$ cat src/rtl/life_pkg.sv
// Shared definitions for the Game-of-Life generation engine: board defaults,
// FSM encoding and the B3/S23 rule constants.
package life_pkg;

    localparam int X_DEF  = 8;
    localparam int Y_DEF  = 8;
    localparam int GW_DEF = 8;

    typedef enum logic [2:0] {
        IDLE,
        PREP,
        SCAN,
        COMMIT,
        DONE
    } state_t;

    // B3/S23: birth on exactly 3 neighbours, survival on 2 (3 is covered by birth)
    localparam logic [3:0] BIRTH_N   = 4'd3;
    localparam logic [3:0] SURVIVE_N = 4'd2;

endpackage

$ cat src/rtl/life_cell_rule.sv
// One-cell Life rule: masks neighbours at the board edges (unless wrapping),
// counts the live ones and applies B3/S23.
module life_cell_rule
    import life_pkg::*;
#(
    parameter int X  = X_DEF,
    parameter int Y  = Y_DEF,
    parameter int XW = $clog2(X),
    parameter int YW = $clog2(Y)
) (
    input  logic          c,
    input  logic          l,
    input  logic          r,
    input  logic          u,
    input  logic          d,
    input  logic          lu,
    input  logic          ru,
    input  logic          ld,
    input  logic          rd,
    input  logic [XW-1:0] x,
    input  logic [YW-1:0] y,
    input  logic          wrap,
    output logic          alive
);

    logic       at_l, at_r, at_u, at_d;
    logic [7:0] nb;
    logic [3:0] n;

    assign at_l = !wrap && (x == '0);
    assign at_r = !wrap && (x == XW'(X - 1));
    assign at_u = !wrap && (y == '0);
    assign at_d = !wrap && (y == YW'(Y - 1));

    assign nb[0] = l  & ~at_l;
    assign nb[1] = r  & ~at_r;
    assign nb[2] = u  & ~at_u;
    assign nb[3] = d  & ~at_d;
    assign nb[4] = lu & ~at_l & ~at_u;
    assign nb[5] = ru & ~at_r & ~at_u;
    assign nb[6] = ld & ~at_l & ~at_d;
    assign nb[7] = rd & ~at_r & ~at_d;

    always_comb begin
        n = '0;
        for (int i = 0; i < 8; i++) begin
            n = n + {3'b000, nb[i]};
        end
    end

    assign alive = (n == BIRTH_N) | (c & (n == SURVIVE_N));

endmodule

$ cat src/rtl/life_gen_engine.sv
// Serial Game-of-Life engine: rotates a copy of the board past fixed taps,
// evaluating one cell per cycle, and commits a whole generation at once.
module life_gen_engine
    import life_pkg::*;
#(
    parameter int X  = X_DEF,
    parameter int Y  = Y_DEF,
    parameter int GW = GW_DEF
) (
    input  logic           clk,
    input  logic           rst,
    input  logic           load_valid,
    input  logic [X*Y-1:0] load_data,
    output logic           load_ready,
    input  logic           start,
    input  logic [GW-1:0]  gens,
    input  logic           wrap,
    output logic           busy,
    output logic           done,
    output logic [X*Y-1:0] board,
    output logic [15:0]    gen_count,
    output state_t         dbg_state
);

    localparam int N  = X * Y;
    localparam int KW = $clog2(N);
    localparam int XW = $clog2(X);
    localparam int YW = $clog2(Y);

    // With cell k sitting at the top bit, linear offsets become fixed tap positions
    localparam int T_C  = N - 1;
    localparam int T_L  = N - 2;
    localparam int T_R  = 0;
    localparam int T_U  = N - 1 - X;
    localparam int T_D  = X - 1;
    localparam int T_LU = N - 2 - X;
    localparam int T_RU = N - X;
    localparam int T_LD = X - 2;
    localparam int T_RD = X;

    state_t        state, state_nxt;
    logic [N-1:0]  nxt;
    logic [N-1:0]  window;
    logic [GW-1:0] remaining;
    logic          wrap_q;
    logic [KW-1:0] k;
    logic [XW-1:0] cur_x;
    logic [YW-1:0] cur_y;
    logic          alive;

    assign cur_x = XW'(k % KW'(X));
    assign cur_y = YW'(k / KW'(X));

    life_cell_rule #(.X(X), .Y(Y)) u_rule (
        .c     (window[T_C]),
        .l     (window[T_L]),
        .r     (window[T_R]),
        .u     (window[T_U]),
        .d     (window[T_D]),
        .lu    (window[T_LU]),
        .ru    (window[T_RU]),
        .ld    (window[T_LD]),
        .rd    (window[T_RD]),
        .x     (cur_x),
        .y     (cur_y),
        .wrap  (wrap_q),
        .alive (alive)
    );

    always_ff @(posedge clk or posedge rst) begin
        if (rst) state <= IDLE;
        else     state <= state_nxt;
    end

    always_comb begin
        state_nxt = state;
        case (state)
            IDLE: begin
                if (!load_valid && start) state_nxt = (gens == '0) ? DONE : PREP;
            end
            PREP:    state_nxt = SCAN;
            SCAN:    if (k == KW'(N - 1)) state_nxt = COMMIT;
            COMMIT:  state_nxt = (remaining == GW'(1)) ? DONE : PREP;
            DONE:    state_nxt = IDLE;
            default: state_nxt = IDLE;
        endcase
    end

    always_ff @(posedge clk or posedge rst) begin
        if (rst) begin
            board     <= '0;
            nxt       <= '0;
            window    <= '0;
            gen_count <= '0;
            remaining <= '0;
            wrap_q    <= 1'b0;
            k         <= '0;
        end else begin
            case (state)
                IDLE: begin
                    if (load_valid) begin
                        board     <= load_data;
                        gen_count <= '0;
                    end else if (start && gens != '0) begin
                        wrap_q    <= wrap;
                        remaining <= gens;
                    end
                end
                PREP: begin
                    window <= {board[0], board[N-1:1]};
                    nxt    <= '0;
                    k      <= '0;
                end
                SCAN: begin
                    nxt[k] <= alive;
                    window <= {window[0], window[N-1:1]};
                    k      <= (k == KW'(N - 1)) ? '0 : k + 1'b1;
                end
                COMMIT: begin
                    board     <= nxt;
                    gen_count <= gen_count + 16'd1;
                    remaining <= remaining - 1'b1;
                end
                default: ;
            endcase
        end
    end

    assign load_ready = (state == IDLE);
    assign busy       = (state != IDLE);
    assign done       = (state == DONE);
    assign dbg_state  = state;

endmodule

$ cat config.mk
export PLATFORM = sky130hd
export DESIGN_NAME = life_gen_engine
export DESIGN_NICKNAME = d
export VERILOG_FILES = /design/src/rtl/life_pkg.sv /design/src/rtl/life_cell_rule.sv /design/src/rtl/life_gen_engine.sv
export SDC_FILE = /design/constraint.sdc
export NUM_CORES = 1
export LEC_CHECK = 0
export CORE_MARGIN = 3
export CORE_UTILIZATION = 34
export CTS_CLUSTER_SIZE = 8
export DETAILED_ROUTE_END_ITERATION = 10
export GPL_TIMING_DRIVEN = 0
export PLACE_DENSITY = 0.53
export SYNTH_ARGS = -nofsm -noshare
export SYNTH_HDL_FRONTEND = slang
export SYNTH_SLANG_ARGS = --single-unit
$ cat constraint.sdc
create_clock -name clk -period 9.1 [get_ports clk]
set_clock_uncertainty 0.2 [all_clocks]
set_input_delay 2.275 -clock clk [delete_from_list [all_inputs] [get_ports clk]]
set_output_delay 2.275 -clock clk [all_outputs]
set_load 0.05 [all_outputs]
Word-level counts from Yosys, hierarchy flattened
Cells that the tools add are included.
{"block": "word_totals", "register_bits": 226, "latch_bits": 0, "ram_bits": 0, "mem_bits_ro": 0, "in_bits": 77, "wordCells": 94, "n_memories": 0}
{"block": "op_classes", "add_sub_neg": 10, "mul": 0, "div_mod_pow": 0, "magnitude_cmp": 2, "n_eq_ne": 15, "n_shift": 0, "n_mux": 19, "bitwise_logic": 19, "reduce_logical": 21}
{"cell": "64-bit one-hot mux with 2 select lines", "n": 3}
{"cell": "64-bit bitwise mux", "n": 1}
{"cell": "64-bit 2-to-1 mux", "n": 1}
{"cell": "16-bit one-hot mux with 2 select lines", "n": 1}
{"cell": "4-bit by 1-bit adder with 4-bit output", "n": 6}
{"cell": "16-bit by 1-bit adder with 16-bit output (second input constant)", "n": 1}
{"cell": "16-bit 2-to-1 mux", "n": 1}
{"cell": "8-bit 2-to-1 mux", "n": 2}
{"cell": "8-bit one-hot mux with 2 select lines", "n": 1}
{"cell": "1-bit AND", "n": 13}
{"cell": "3-bit 2-to-1 mux", "n": 4}
{"cell": "3-bit one-hot mux with 4 select lines", "n": 1}
{"cell": "6-bit one-hot mux with 2 select lines", "n": 1}
{"cell": "3-bit == test (second input constant)", "n": 3}
{"cell": "3-bit zero test", "n": 3}
{"cell": "4-bit by 2-bit == test with 1-bit output (second input constant)", "n": 2}
{"cell": "8-bit by 1-bit == test with 1-bit output (second input constant)", "n": 1}
{"cell": "8-bit zero test", "n": 1}
{"cell": "8-bit nonzero test", "n": 1}
{"cell": "8-bit by 1-bit subtractor with 8-bit output (second input constant)", "n": 1}
{"cell": "1-bit logical AND", "n": 7}
{"cell": "6-bit by 7-bit less-than comparator with 1-bit output (second input constant)", "n": 1}
{"cell": "6-bit by 1-bit adder with 6-bit output (second input constant)", "n": 1}
{"cell": "1-bit demux with 6-bit select", "n": 1}
{"cell": "other kinds (16)", "n": 28}

Longest topological paths before layout
{"block": "depth", "word_depth": 16, "ltp_mapped": 15, "mapped_depth_nobuf": 14}

By module
From an unflattened synthesis, not the netlist that was laid out.
{"block": "hier_totals", "cells_unflattened": 1101, "hier_area_um2": 10386.2}
{"mod": "life_gen_engine", "n_inst": 1, "cells_per_inst": 1077, "area_per_inst_um2": 10152.2}
{"mod": "life_cell_rule", "n_inst": 1, "cells_per_inst": 24, "area_per_inst_um2": 234.0}

Least setup slack after synthesis
Ideal clock, no wire load.
{"block": "synth_timing", "kind": "register -> output", "startpoint": "register state[2] (netlist: dbg_state[2])", "endpoint": "output port done", "arrival_time_ns": 2.007, "setup_slack_ns": 4.618, "stages_incl_launch_ff": 3, "path_buffers": 1, "cell_sequence": "dfrtp_1 -> buf_6 -> nor3b_1"}
{"block": "synth_via", "elab_chain_cells": 1}
{"item": "start: declaration", "line": "life_gen_engine.sv:41", "rtl": "state_t state, state_nxt;"}
{"item": "start signal: assignment", "line": "life_gen_engine.sv:72", "rtl": "else state <= state_nxt;"}
{"item": "3-bit == test", "line": "life_gen_engine.sv:131", "rtl": "assign done = (state == DONE);"}
{"item": "end: declaration", "line": "life_gen_engine.sv:19", "rtl": "output logic done,"}
No other way between the ends.

Final worst setup path
{"block": "layout_timing", "startpoint": "register k[0]", "endpoint": "register nxt[59]"}
{"block": "layout_via", "elab_chain_cells": 16, "elab_cells_between_ends": 34, "cone_classes": "7 x add/sub; 2 x order compare; 3 x eq/ne; 4 x mux; 14 x bitwise; 4 x reduce/logical"}
{"item": "start: declaration", "line": "life_gen_engine.sv:46", "rtl": "logic [KW-1:0] k;"}
{"item": "start signal: assignment", "line": "life_gen_engine.sv:117", "rtl": "k <= (k == KW'(N - 1)) ? '0 : k + 1'b1;"}
{"item": "3-bit == test / 3-bit zero test (equally long branches)", "line": "life_cell_rule.sv:31, life_cell_rule.sv:30"}
{"item": "1-bit logical AND, on equally long branches", "line": "life_cell_rule.sv:31, life_cell_rule.sv:30"}
{"item": "1-bit inverter, on equally long branches"}
{"item": "1-bit AND, on equally long branches", "line": "life_cell_rule.sv:36, life_cell_rule.sv:35"}
{"item": "1-bit by 1-bit adder with 2-bit output", "line": "life_cell_rule.sv:47", "rtl": "n = n + {3'b000, nb[i]};"}
{"item": "4-bit by 1-bit adder with 4-bit output (6 in a row)", "line": "life_cell_rule.sv:47"}
{"item": "4-bit by 2-bit == test with 1-bit output", "line": "life_cell_rule.sv:51", "rtl": "assign alive = (n == BIRTH_N) | (c & (n == SURVIVE_N));"}
{"item": "1-bit AND", "line": "life_cell_rule.sv:51"}
{"item": "1-bit OR", "line": "life_cell_rule.sv:51"}
{"item": "64-bit bitwise mux (*)", "line": "life_gen_engine.sv:115", "rtl": "nxt[k] <= alive;"}
{"item": "64-bit one-hot mux with 2 select lines (*)", "line": "life_gen_engine.sv:99", "rtl": "case (state)"}
{"item": "end signal: indexed assignment", "line": "life_gen_engine.sv:115"}
{"item": "end: declaration", "line": "life_gen_engine.sv:42", "rtl": "logic [N-1:0] nxt;"}
Every way passes the cells marked *; elsewhere a longest branch is shown, timed or not.
A chain may end at the register's enable or synchronous reset.

==> key figures <==
Detailed routing
  • Detailed Routing Iterations Pass 1: 5
  • Vias after detailed routing: 8911
  • Final Routed Wirelength: 32800 um
  • Number of DRC violations after detailed-routing iteration 0: 754
  • Average wire length per cell after detail routing: 20.0 um
  • Routed via count divided by cell count: 5.44
  • DRC violations left: 0
  • Remaining number of nets flagged by the antenna check after routing: 0

Clocking
  • CTS HTree Levels: 2
  • CTS Hold Bufs: 0
  • CTS tree: built
  • Root Driver: clkbuf_16
  • Clock network latency to the later pin of the worst-skew pair: 0.49 ns
  • Number of buffers inserted during clock tree synthesis: 34
  • Clk buf depth: 3
  • Sink count of the clock tree: 226
  • Number of cells upsized or downsized after cts: 0
  • Clock transition at the registers of the reported paths: 0.05 ns
  • Post-CTS setup buffers: 0

Synthesis
  • Seq/Total Area, Yosys: 0.551
  • Unique cell type count in the Yosys netlist: 57
  • Synthesized area per cell: 9.81 um2
  • #FFs+latches synth: 226
  • Post-synth EDFFs: 0
  • Count of warnings emitted by yosys: 0
  • Gate Count Post-Synth: 1047
  • Netlist area before placement: 10300 um2
  • Post-Synthesis Net Count: 1137
  • Most common flop cell mapped by yosys: dfrtp_1
  • Synth async-reset ratio: 1.00

Global routing
  • Via count of the first global-routing pass: 8702
  • Overflow after GRT: 0
  • Tot GR Track Use: 0.197
  • Number of antenna violations at the first check in global routing: 0
  • Maximum number of pins on one net before global-route repair: 97
  • First-pass GRT wire length: 51300 um

Worst hold path
  • Min-Delay Path Class: register to register

Timing
  • Final count of negative-setup-slack endpoints: 0
  • Unrepaired setup endpoints after global routing: false
  • Transition time of the tightest slew-check pin: 0.975 ns
  • Remaining max-slew budget at the tightest pin: 0.346
  • Pins over their slew limit: 0
  • Post-layout min period: 5.27 ns
  • Hold violation total from the final report: 0
  • Ratio of final minimum period to clock period: 0.579
  • Highest clock rate: 0.190 GHz

Cells and area
  • Register Area: 5660 um2
  • Final net count: 1337
  • Commonest non-fill, non-tap cell in the layout: dfrtp_1
  • # diodes: 0
  • Post-Route Utilization: 0.449
  • Total of fill cells in the finished design: 2849
  • Commonest cells after routing, fill and taps aside: 226 x dfrtp_1, 169 x nand2_1, 162 x clkdlybuf4s50_1, 137 x nor2_1, 69 x o211ai_1
  • Multi-input combinational cell area: 4170 um2
  • Post-route insts no fill: 1638
  • Final design instance area without fill: 13300 um2
  • Layout overhead on the synthesized area: 29.8%
  • Layout cell share with drive strength beyond 1: 0.0657

Floorplan
  • Die Span Y: 180 um
  • Initial Utilization: 0.346
  • DIE AREA: 32300 um2
  • I/O pin count: 163
  • Std-Cell Core Area: 29700 um2
  • Number of standard-cell rows in the floorplan: 63
  • Die Wd: 180 um

Setup path
  • Start-to-end type of the worst setup path: register to register
  • Critical path fanouts, max: 10
  • Arrival time at the worst endpoint: 5.43 ns
  • Critical Path End Type: register
  • Data required time at the worst endpoint: 9.25 ns
  • Crit start category: register

Pwr
  • Clock share of power: 0.201
  • Internal power consumption: 2.88 mW
  • Switching power as a share of total power: 0.476
  • Power per cell area: 413 nW/um2
  • Logic pwr share: 0.503
  • Switching power summed over all nets: 2.62 mW
  • Lkg Pwr: 5.76 nW
  • Worst vdd ir: 0.259 mV
  • Sequential power share: 0.296

Outcome
  • Status: finished, final reports clean

Placed design
  • Buffers on Ports: 162
  • Post-detail-place hpwl: 22600 um
  • Instance area after placement: 12400 um2
  • Placer Congestion: 0.803
  • Placed Cells: 1601

Flow run
  • Number of maximum-capacitance constraint violations: 0
[worst paths after layout]
path                            start       endpoint  slack [ns]  cells past startpoint
max                              k[0]        nxt[59]        3.83                     14
min                        window[59]     window[59]        0.27                      2
max reg2reg                      k[0]        nxt[59]        3.83                     14
max in group asynchronous         rst     window[11]        5.87                      3
min in group asynchronous         rst  gen_count[15]        1.99                      2
min reg2reg                window[59]     window[59]        0.27                      2
[layout make-up]
| class | instances | area share |
|---|---|---|
| timing repair buffer | 164 | 0.126 |
| sequential | 226 | 0.424 |
| tap | 390 | 0.0366 |
| clock buffer | 35 | 0.0657 |
| multi-input combinational | 718 | 0.313 |
| inverter | 14 | 0.00450 |
| clock inverter | 2 | 0.00131 |
| buffer | 89 | 0.0294 |
[sequential cells by signal, summed over array words and instances (netlist names)]
name       flops
remaining      8
gen_count     16
wrap_q         1
k              6
window        64
dbg_state      3
board         64
nxt           64
[synth_stat cells (all sizes together) (4+ instances only)]
master    n  share of area
inv      14         0.0051
nor4b     4         0.0049
a21oi     7         0.0034
or3b      5         0.0043
a22oi    63          0.046
o22ai    55          0.033
o21ai    24          0.012
o31ai    67          0.049
nor2b     6         0.0037
buf      39          0.020
a31oi    17          0.010
nor3      8         0.0039
nor2    137          0.050
fa        4         0.0078
nand2   169          0.062
clkbuf   50          0.018
o211ai   69          0.050
dfrtp   226           0.55
ha        9          0.011
nand3b    5         0.0037
and3      9         0.0055
nand3    15         0.0073
[per-layer routing]
metal,part of all wire,wire length [um],GRT usage
met3,0.052,1690,0.0306
met2,0.46,15100,0.308
met4,0.017,564,0.0476
met5,0,0,0
met1,0.47,15400,0.289
[stage by stage]
step	setup WS [ns]	setup TNS (ns)	total power, mW	hold slack [ns]
detailed placement	3.87	0	4.42	0.263
global route	3.54	0	5.89	0.288
floorplan	0.434	0	3.46	0.246
CTS	3.83	0	5.56	0.275
finish	3.83	0	5.51	0.274
global placement	-3.04	-681.03	4.38	0.259
[power by group through the flow]
| stage | logic [mW] | clock network (mW) | registers (mW) |
|---|---|---|---|
| 6_report | 2.77 | 1.11 | 1.63 |
| 5_1_grt | 3.04 | 1.17 | 1.68 |
| 4_1_cts | 2.79 | 1.13 | 1.63 |
| 3_5_place_dp | 2.78 | 0 | 1.64 |
| 3_3_place_gp | 2.74 | 0 | 1.64 |
| 2_1_floorplan | 1.34 | 0 | 2.12 |
[cell families (layout without fill, tap and decap cells)]
kind of cell	count (synthesis)	count (layout)	share of synthesized area
muxes	3	3	0.00292
DFF	226	226	0.551
xor gates and xnor gates	2	2	0.00171
AOI/OAI and AO/OA	319	319	0.220
and+or+nand+nor	381	381	0.162
buffers and inverters	103	304	0.0432
adders and majority gates	13	13	0.0188
[worst max-delay path: stages, from the launching register on]
cell	delay, ns
dfrtp_1	0.45
inv_1	0.14
ha_1	0.15
nor2b_1	0.22
a21boi_0	0.13
ha_1	0.33
fa_1	0.54
inv_1	0.06
fa_1	0.51
fa_1	0.49
fa_1	0.40
nor2b_1	0.14
o21ai_1	0.75
clkbuf_1	0.46
o31ai_1	0.16
No activity file was read; power rests on OpenSTA's default activity.
